**src/rtl/cnn_channel_acc_if.sv**
```systemverilog
// cnn_channel_acc_if: beat-in / pixel-out handshake bundle for the channel accumulator.
interface cnn_channel_acc_if #(
    parameter int KW    = 3,
    parameter int KH    = 3,
    parameter int IF_BW = 8,
    parameter int W_BW  = 8,
    parameter int B_BW  = 16,
    parameter int O_BW  = 16
);
    logic                     i_valid;
    logic                     i_ready;
    logic [KW*KH*IF_BW-1:0]   i_fmap;
    logic [KW*KH*W_BW-1:0]    i_weight;
    logic [B_BW-1:0]          i_bias;
    logic                     o_valid;
    logic                     o_ready;
    logic [O_BW-1:0]          o_result;
    logic                     o_busy;
    modport master (
        output i_valid, i_fmap, i_weight, i_bias, o_ready,
        input  i_ready, o_valid, o_result, o_busy
    );
    modport slave (
        input  i_valid, i_fmap, i_weight, i_bias, o_ready,
        output i_ready, o_valid, o_result, o_busy
    );
endinterface

```
**src/rtl/cnn_channel_acc.sv**
```systemverilog
// cnn_channel_acc: multiply a KWxKH window per channel beat, accumulate ICH channels,
// add bias, optional ReLU, saturate; 4-stage pipeline that freezes while the output stalls.
module cnn_channel_acc #(
    parameter int KW      = 3,
    parameter int KH      = 3,
    parameter int ICH     = 4,
    parameter int IF_BW   = 8,
    parameter int W_BW    = 8,
    parameter int B_BW    = 16,
    parameter int O_BW    = 16,
    parameter int RELU_EN = 1
) (
    input  logic              clk,
    input  logic              rst,
    cnn_channel_acc_if.slave  bus
);
    localparam int N     = KW * KH;
    localparam int M_BW  = IF_BW + W_BW;
    localparam int AC_BW = M_BW + $clog2(N);
    localparam int CH_BW = AC_BW + $clog2(ICH);
    localparam int BA_BW = (CH_BW > B_BW ? CH_BW : B_BW) + 1;
    localparam int CN_BW = ICH > 1 ? $clog2(ICH) : 1;
    localparam logic signed [BA_BW-1:0] O_MAX = {{(BA_BW-O_BW+1){1'b0}}, {(O_BW-1){1'b1}}};
    localparam logic signed [BA_BW-1:0] O_MIN = {{(BA_BW-O_BW+1){1'b1}}, {(O_BW-1){1'b0}}};

    logic [CN_BW-1:0]        cnt_q, cnt_d;
    logic                    s1_v_q, s1_v_d, s1_f_q, s1_f_d, s1_l_q, s1_l_d;
    logic signed [M_BW-1:0]  s1_p_q [N];
    logic signed [M_BW-1:0]  s1_p_d [N];
    logic signed [B_BW-1:0]  s1_b_q, s1_b_d;
    logic                    s2_v_q, s2_v_d, s2_f_q, s2_f_d, s2_l_q, s2_l_d;
    logic signed [AC_BW-1:0] s2_sum_q, s2_sum_d, sum;
    logic signed [B_BW-1:0]  s2_b_q, s2_b_d;
    logic                    s3_v_q, s3_v_d, s3_l_q, s3_l_d;
    logic signed [CH_BW-1:0] s3_acc_q, s3_acc_d;
    logic signed [B_BW-1:0]  s3_b_q, s3_b_d;
    logic                    o_valid_q, o_valid_d;
    logic [O_BW-1:0]         o_result_q, o_result_d;
    logic                    stall, accept, first, last, fire;
    logic signed [BA_BW-1:0] ba, ba_r;

    always_comb begin
        stall  = o_valid_q && !bus.o_ready;
        accept = bus.i_valid && !stall;
        first  = cnt_q == '0;
        last   = cnt_q == CN_BW'(ICH - 1);
        cnt_d  = !accept ? cnt_q : last ? '0 : cnt_q + 1'b1;
        s1_v_d = stall ? s1_v_q : accept;
        s1_f_d = stall ? s1_f_q : first;
        s1_l_d = stall ? s1_l_q : last;
        s1_b_d = stall ? s1_b_q : bus.i_bias;
        for (int k = 0; k < N; k++)
            s1_p_d[k] = stall ? s1_p_q[k]
                      : M_BW'($signed(bus.i_fmap[k*IF_BW +: IF_BW])) * M_BW'($signed(bus.i_weight[k*W_BW +: W_BW]));
        sum = '0;
        for (int k = 0; k < N; k++)
            sum = sum + AC_BW'(s1_p_q[k]);
        s2_v_d   = stall ? s2_v_q : s1_v_q;
        s2_f_d   = stall ? s2_f_q : s1_f_q;
        s2_l_d   = stall ? s2_l_q : s1_l_q;
        s2_b_d   = stall ? s2_b_q : s1_b_q;
        s2_sum_d = stall ? s2_sum_q : sum;
        s3_v_d   = stall ? s3_v_q : s2_v_q;
        s3_l_d   = stall ? s3_l_q : s2_l_q;
        s3_b_d   = stall ? s3_b_q : s2_b_q;
        // first-tagged beats restart the pixel, so no explicit clear is needed between pixels
        s3_acc_d = (stall || !s2_v_q) ? s3_acc_q
                 : s2_f_q ? CH_BW'(s2_sum_q) : s3_acc_q + CH_BW'(s2_sum_q);
        ba   = BA_BW'(s3_acc_q) + BA_BW'(s3_b_q);
        ba_r = (RELU_EN != 0 && ba < 0) ? '0 : ba;
        fire = !stall && s3_v_q && s3_l_q;
        o_valid_d  = stall || fire;
        o_result_d = !fire ? o_result_q
                   : ba_r > O_MAX ? {1'b0, {(O_BW-1){1'b1}}}
                   : ba_r < O_MIN ? {1'b1, {(O_BW-1){1'b0}}}
                   : ba_r[O_BW-1:0];
    end

    always_ff @(posedge clk) begin
        if (rst) begin
            cnt_q      <= '0;
            s1_v_q     <= 1'b0;
            s1_f_q     <= 1'b0;
            s1_l_q     <= 1'b0;
            s2_v_q     <= 1'b0;
            s2_f_q     <= 1'b0;
            s2_l_q     <= 1'b0;
            s3_v_q     <= 1'b0;
            s3_l_q     <= 1'b0;
            s3_acc_q   <= '0;
            o_valid_q  <= 1'b0;
            o_result_q <= '0;
        end else begin
            cnt_q      <= cnt_d;
            s1_v_q     <= s1_v_d;
            s1_f_q     <= s1_f_d;
            s1_l_q     <= s1_l_d;
            s2_v_q     <= s2_v_d;
            s2_f_q     <= s2_f_d;
            s2_l_q     <= s2_l_d;
            s3_v_q     <= s3_v_d;
            s3_l_q     <= s3_l_d;
            s3_acc_q   <= s3_acc_d;
            o_valid_q  <= o_valid_d;
            o_result_q <= o_result_d;
        end
    end

    // payload registers are qualified by the valid tags, so they need no reset
    always_ff @(posedge clk) begin
        s1_p_q   <= s1_p_d;
        s1_b_q   <= s1_b_d;
        s2_sum_q <= s2_sum_d;
        s2_b_q   <= s2_b_d;
        s3_b_q   <= s3_b_d;
    end

    assign bus.i_ready  = !stall;
    assign bus.o_valid  = o_valid_q;
    assign bus.o_result = o_result_q;
    assign bus.o_busy   = (cnt_q != '0) || s1_v_q || s2_v_q || s3_v_q;
endmodule

```
**src/flat_wrapper.sv**
```systemverilog
// flat-port wrapper written by rule: the top's interface ports become plain ports
module cnn_channel_acc_flat 
#(
    parameter int KW      = 3,
    parameter int KH      = 3,
    parameter int ICH     = 4,
    parameter int IF_BW   = 8,
    parameter int W_BW    = 8,
    parameter int B_BW    = 16,
    parameter int O_BW    = 16,
    parameter int RELU_EN = 1
)
  (clk, rst, bus_i_valid, bus_i_fmap, bus_i_weight, bus_i_bias, bus_o_ready, bus_i_ready, bus_o_valid, bus_o_result, bus_o_busy);
  cnn_channel_acc_if #(.KW(KW), .KH(KH), .IF_BW(IF_BW), .W_BW(W_BW), .B_BW(B_BW), .O_BW(O_BW)) bus_i ();
  input  logic clk;
  input  logic rst;
  input wire logic [$bits(bus_i.i_valid)-1:0] bus_i_valid;
  input wire logic [$bits(bus_i.i_fmap)-1:0] bus_i_fmap;
  input wire logic [$bits(bus_i.i_weight)-1:0] bus_i_weight;
  input wire logic [$bits(bus_i.i_bias)-1:0] bus_i_bias;
  input wire logic [$bits(bus_i.o_ready)-1:0] bus_o_ready;
  output wire logic [$bits(bus_i.i_ready)-1:0] bus_i_ready;
  output wire logic [$bits(bus_i.o_valid)-1:0] bus_o_valid;
  output wire logic [$bits(bus_i.o_result)-1:0] bus_o_result;
  output wire logic [$bits(bus_i.o_busy)-1:0] bus_o_busy;
  assign bus_i.i_valid = bus_i_valid;
  assign bus_i.i_fmap = bus_i_fmap;
  assign bus_i.i_weight = bus_i_weight;
  assign bus_i.i_bias = bus_i_bias;
  assign bus_i.o_ready = bus_o_ready;
  assign bus_i_ready = bus_i.i_ready;
  assign bus_o_valid = bus_i.o_valid;
  assign bus_o_result = bus_i.o_result;
  assign bus_o_busy = bus_i.o_busy;
  cnn_channel_acc #(.KW(KW), .KH(KH), .ICH(ICH), .IF_BW(IF_BW), .W_BW(W_BW), .B_BW(B_BW), .O_BW(O_BW), .RELU_EN(RELU_EN)) u_core (.clk(clk), .rst(rst), .bus(bus_i));
endmodule
```
**config.mk**
```make
export PLATFORM = sky130hd
export DESIGN_NAME = cnn_channel_acc_flat
export DESIGN_NICKNAME = d
export VERILOG_FILES = /design/src/rtl/cnn_channel_acc_if.sv /design/src/rtl/cnn_channel_acc.sv /design/src/flat_wrapper.sv
export SDC_FILE = /design/constraint.sdc
export NUM_CORES = 2
export LEC_CHECK = 0
export CORE_MARGIN = 1
export CORE_UTILIZATION = 33
export CTS_CLUSTER_DIAMETER = 200
export DETAILED_ROUTE_END_ITERATION = 6
export DONT_BUFFER_PORTS = 1
export PLACE_DENSITY = 0.53
export SLEW_MARGIN = 10
export SYNTH_ARGS = -nofsm -noshare
export SYNTH_HDL_FRONTEND = slang
export SYNTH_SLANG_ARGS = --single-unit
```
**constraint.sdc**
```tcl
create_clock -name clk -period 16.5 [get_ports clk]
set_clock_uncertainty 0.05 [all_clocks]
set_input_delay 4.125 -clock clk [delete_from_list [all_inputs] [get_ports clk]]
set_output_delay 4.125 -clock clk [all_outputs]
set_load 0.05 [all_outputs]
```
==> summary.md <==
| Metric | Value |
|---|---|
| Die Footprint | about 110000 um^2 |
| Via density | ~4.6 |
| Critical path's top delay family | simple AND/OR/NAND/NOR gates |
| Root buffer cell | clkbuf_16 |
| Post-synth EDFFs | around 210 |
| Slowest CP cell | nor2b_1 |
| First-pass GRT wire length | about 130 mm |
| Hpwl dp | around 65 mm |
| Initial antenna violation count | 8 |
| DRC | 0 |
| Die width | roughly 330 um |
| Crit path cell chain | nor2b_1 -> inv_8 |
| Post-synthesis sequential area ratio | approximately a fifth |
| Syn Nets | 4613 |
| Cells after synthesis | 3504 |
| YS warnings | 0 |
| Filler instances | ~11000 |
| Commonest non-fill, non-tap cell in the layout | inv_1 |
| Relative max-transition margin | 24.2% |
| Clk sinks | 261 |
| Latest clock arrival within the worst-skew pair | roughly 0.54 ns |
| Worst slew pin tran | 1.14 ns |
| R2R depth | 24 |
| Maximum clock path buffer count | 3 |
| Rows | 120 |
| Status | complete, no violations |
| Most frequent cells in the layout | 768 x inv_1, 602 x fa_1, 343 x ha_1, 337 x and2_1, 255 x nand2_1 |
| Worst Hold Class | reg -> reg |
| GRT overflow | 0 |
| Main synth FF type | edfxtp_1 |
| Synth Area in Adders | approximately 46% |
| Post-cts resize count | 0 |
| Drt wl/cell | 15.5 um |
| Share of cells above drive strength 1 | 2.37% |
| Largest stage delay on the critical path | approximately 0.77 ns |
| Bufs and invs on worst path | 1 |
| CP required | 12.33 ns |
| Area Overhead vs Synth | 7.76% |
| CP Data Arrival Time | ~5.4 ns |
| Largest family of logic cells by synthesized area | adder cells |
| Slew Viols, Final | 0 |
| TritonCTS clock tree | yes |
| Async S/R FF share, synth | 0% |
| Worst Setup End Kind | output pin |
| Post-synthesis cell type count | 66 |
| Gp weighted congestion | a little over 0.8 |
| Final setup TNS | 0 ns |
| Final Setup Violations | 0 |
| Reg clk slew, reported paths | ~0.06 ns |
| Number of I/O pins | roughly 180 |
| Iteration-0 DRC Markers | 811 |
| Nets | around 4600 |
| Unrepaired setup endpoints after global routing | false |
| Total GRT Usage | 14.5% |
| Nature of the critical path startpoint | input pin |
| Mux cell area share after synthesis | less than 1% |
| Post-CTS Setup Inserts | 0 |
| Fin crit share | between 50% and 60% |
| Post-synthesis simple-gate area fraction | a little over an eighth |
| Post-synthesis compound-gate area fraction | under 10% |
| Avg Cell Area, Syn | 10.2 um^2 |
| Port Buf Inserts | 0 |
| R2R Path Start | u_core.s1_p_q[97] |
| Vias in the first global route | roughly 24000 |
| Hold_buf cts | 0 |
| Reg2reg setup slack | ~9.2 ns |
| CP startpoint | bus_o_ready |
| Crit path to | bus_i_ready |
| Crit path max fanout | between 60 and 70 |
| Xor/xnor share of the synthesized area | 4.39% |
| Worst Setup Path Type | in -> out |
| Cell area after synthesis | about 36000 um^2 |
| Largest net degree at the start of global routing | about 160 |
| Max Cap Viol | 0 |
| Total number of H-tree levels | 2 |
| Num CTS Buffers | 35 |
| Routed Wire Length | approximately 76 mm |
| Detail Route Antenna Nets | 0 |
| Floorplan Core Area | approximately 110000 um^2 |
| Router iterations before antenna repair | 5 |
| Final Critical Period | 9.52 ns |
| Die height | 331 um |
| Initial Utilization | between 30% and 40% |
| Seq cells post-synth | roughly 260 |
| DR vias | approximately 23000 |
| Levels on crit path | 2 |
| Max frequency | roughly 110 MHz |
| Worst R2R End | u_core.s2_sum_q[19] |
| Final Hold Viols | 0 |
synth_stat cells (all sizes together), types with 2 or more instances:
master	count	area share, %
nand2	255	2.7
a41o	2	0.056
fa	602	34
dfxtp	49	2.7
edfxtp	212	18
nor2	148	1.6
a21boi	38	0.80
o311ai	2	0.070
o31a	10	0.25
a41oi	3	0.095
and2	338	5.9
or2	4	0.070
o21bai	8	0.17
nor3	34	0.48
nand3	26	0.36
nand2b	78	1.4
a211o	4	0.098
buf	4	0.052
inv	769	8.1
o211a	6	0.17
a2bb2oi	2	0.049
o21a	19	0.40
or4	10	0.21
nor2b	17	0.30
a211oi	18	0.38
a21o	27	0.58
xnor2	150	3.7
a2111oi	2	0.067
and3	7	0.13
nor3b	2	0.042
o31ai	3	0.063
nor4	3	0.053
a31o	2	0.049
a21oi	86	1.2
ha	343	12
o21ai	87	1.2
mux2i	7	0.20
o41ai	15	0.37
nand4	2	0.035
clkbuf	23	0.33
xor2	29	0.71
or3	5	0.088
a31oi	6	0.12
o221a	15	0.47
o211ai	22	0.46
worst min-delay path by stage:
| stage | from | endpoint | depth (start not counted) |
|---|---|---|---|
| 3_3_place_gp | u_core.s1_b_q[14] | u_core.s2_b_q[14] | 0 |
| 3_5_place_dp | u_core.s2_b_q[10] | u_core.s3_b_q[10] | 0 |
| 2_1_floorplan | u_core.s1_b_q[0] | u_core.s2_b_q[0] | 0 |
| 4_1_cts | u_core.s1_b_q[2] | u_core.s2_b_q[2] | 0 |
| 6_report | u_core.s1_b_q[2] | u_core.s2_b_q[2] | 0 |
| 5_1_grt | u_core.s2_b_q[10] | u_core.s3_b_q[10] | 0 |
stage by stage:
stage | cell area, um^2 | hold WS, ns | setup WS (ns) | utilization, % | cells
6_report | 38500 | 0.362 | 6.98 | 35.9 | 4947
5_1_grt | 38500 | 0.369 | 6.83 | 35.9 | 4947
4_1_cts | 38500 | 0.363 | 6.96 | 35.9 | 4946
3_5_place_dp | 37400 | 0.355 | 6.95 | 34.9 | 4883
3_3_place_gp | 37400 | 0.354 | 7.01 | 34.9 | 4883
2_1_floorplan | 35700 | 0.350 | 1.56 | - | 3504
cells by family (layout without fill, tap and decap cells):
group | Yosys count | after routing
adder cells (fa/ha/maj) | 945 | 945
AND/OR/NAND/NOR | 935 | 935
buffers and inverters | 796 | 835
AO/OA/AOI/OAI | 380 | 380
flip-flops | 261 | 261
XOR/XNOR | 179 | 179
multiplexers | 8 | 8
other | 0 | 1
sequential cells by signal, indices dropped and copies added, names as in the netlist, 2 cells and up:
name                 count
u_core.s3_acc_q         22
u_core.s2_sum_q         20
u_core.s1_p_q          144
u_core.s2_b_q           16
u_core.cnt_q             2
u_core.s3_b_q           16
u_core.s1_b_q           16
u_core.bus.o_result     16
cell type report:
cell class / instances / area (um^2) / area share [%]
antenna: 1 / 2.50 / 0.00650
inverter: 769 / 2890 / 7.51
clock buffer: 44 / 966 / 2.51
timing repair buffer: 3 / 35.0 / 0.0910
sequential: 261 / 7350 / 19.1
multi-input combinational: 2447 / 25400 / 65.9
clock inverter: 19 / 141 / 0.367
tap: 1403 / 1760 / 4.56
metal layers:
metal / wire length (um) / vias up / global-route usage [%]
li1: - / 11000 / -
met1: 35000 / 11200 / 19.6
met2: 37200 / 247 / 24.6
met3: 2210 / 81 / 1.46
met4: 2050 / 0 / 3.77
met5: 0 / - / 0
Power is left out: the tool's default activity adds up to more than one toggle a clock period on the data nets, which glitch-free logic cannot reach.
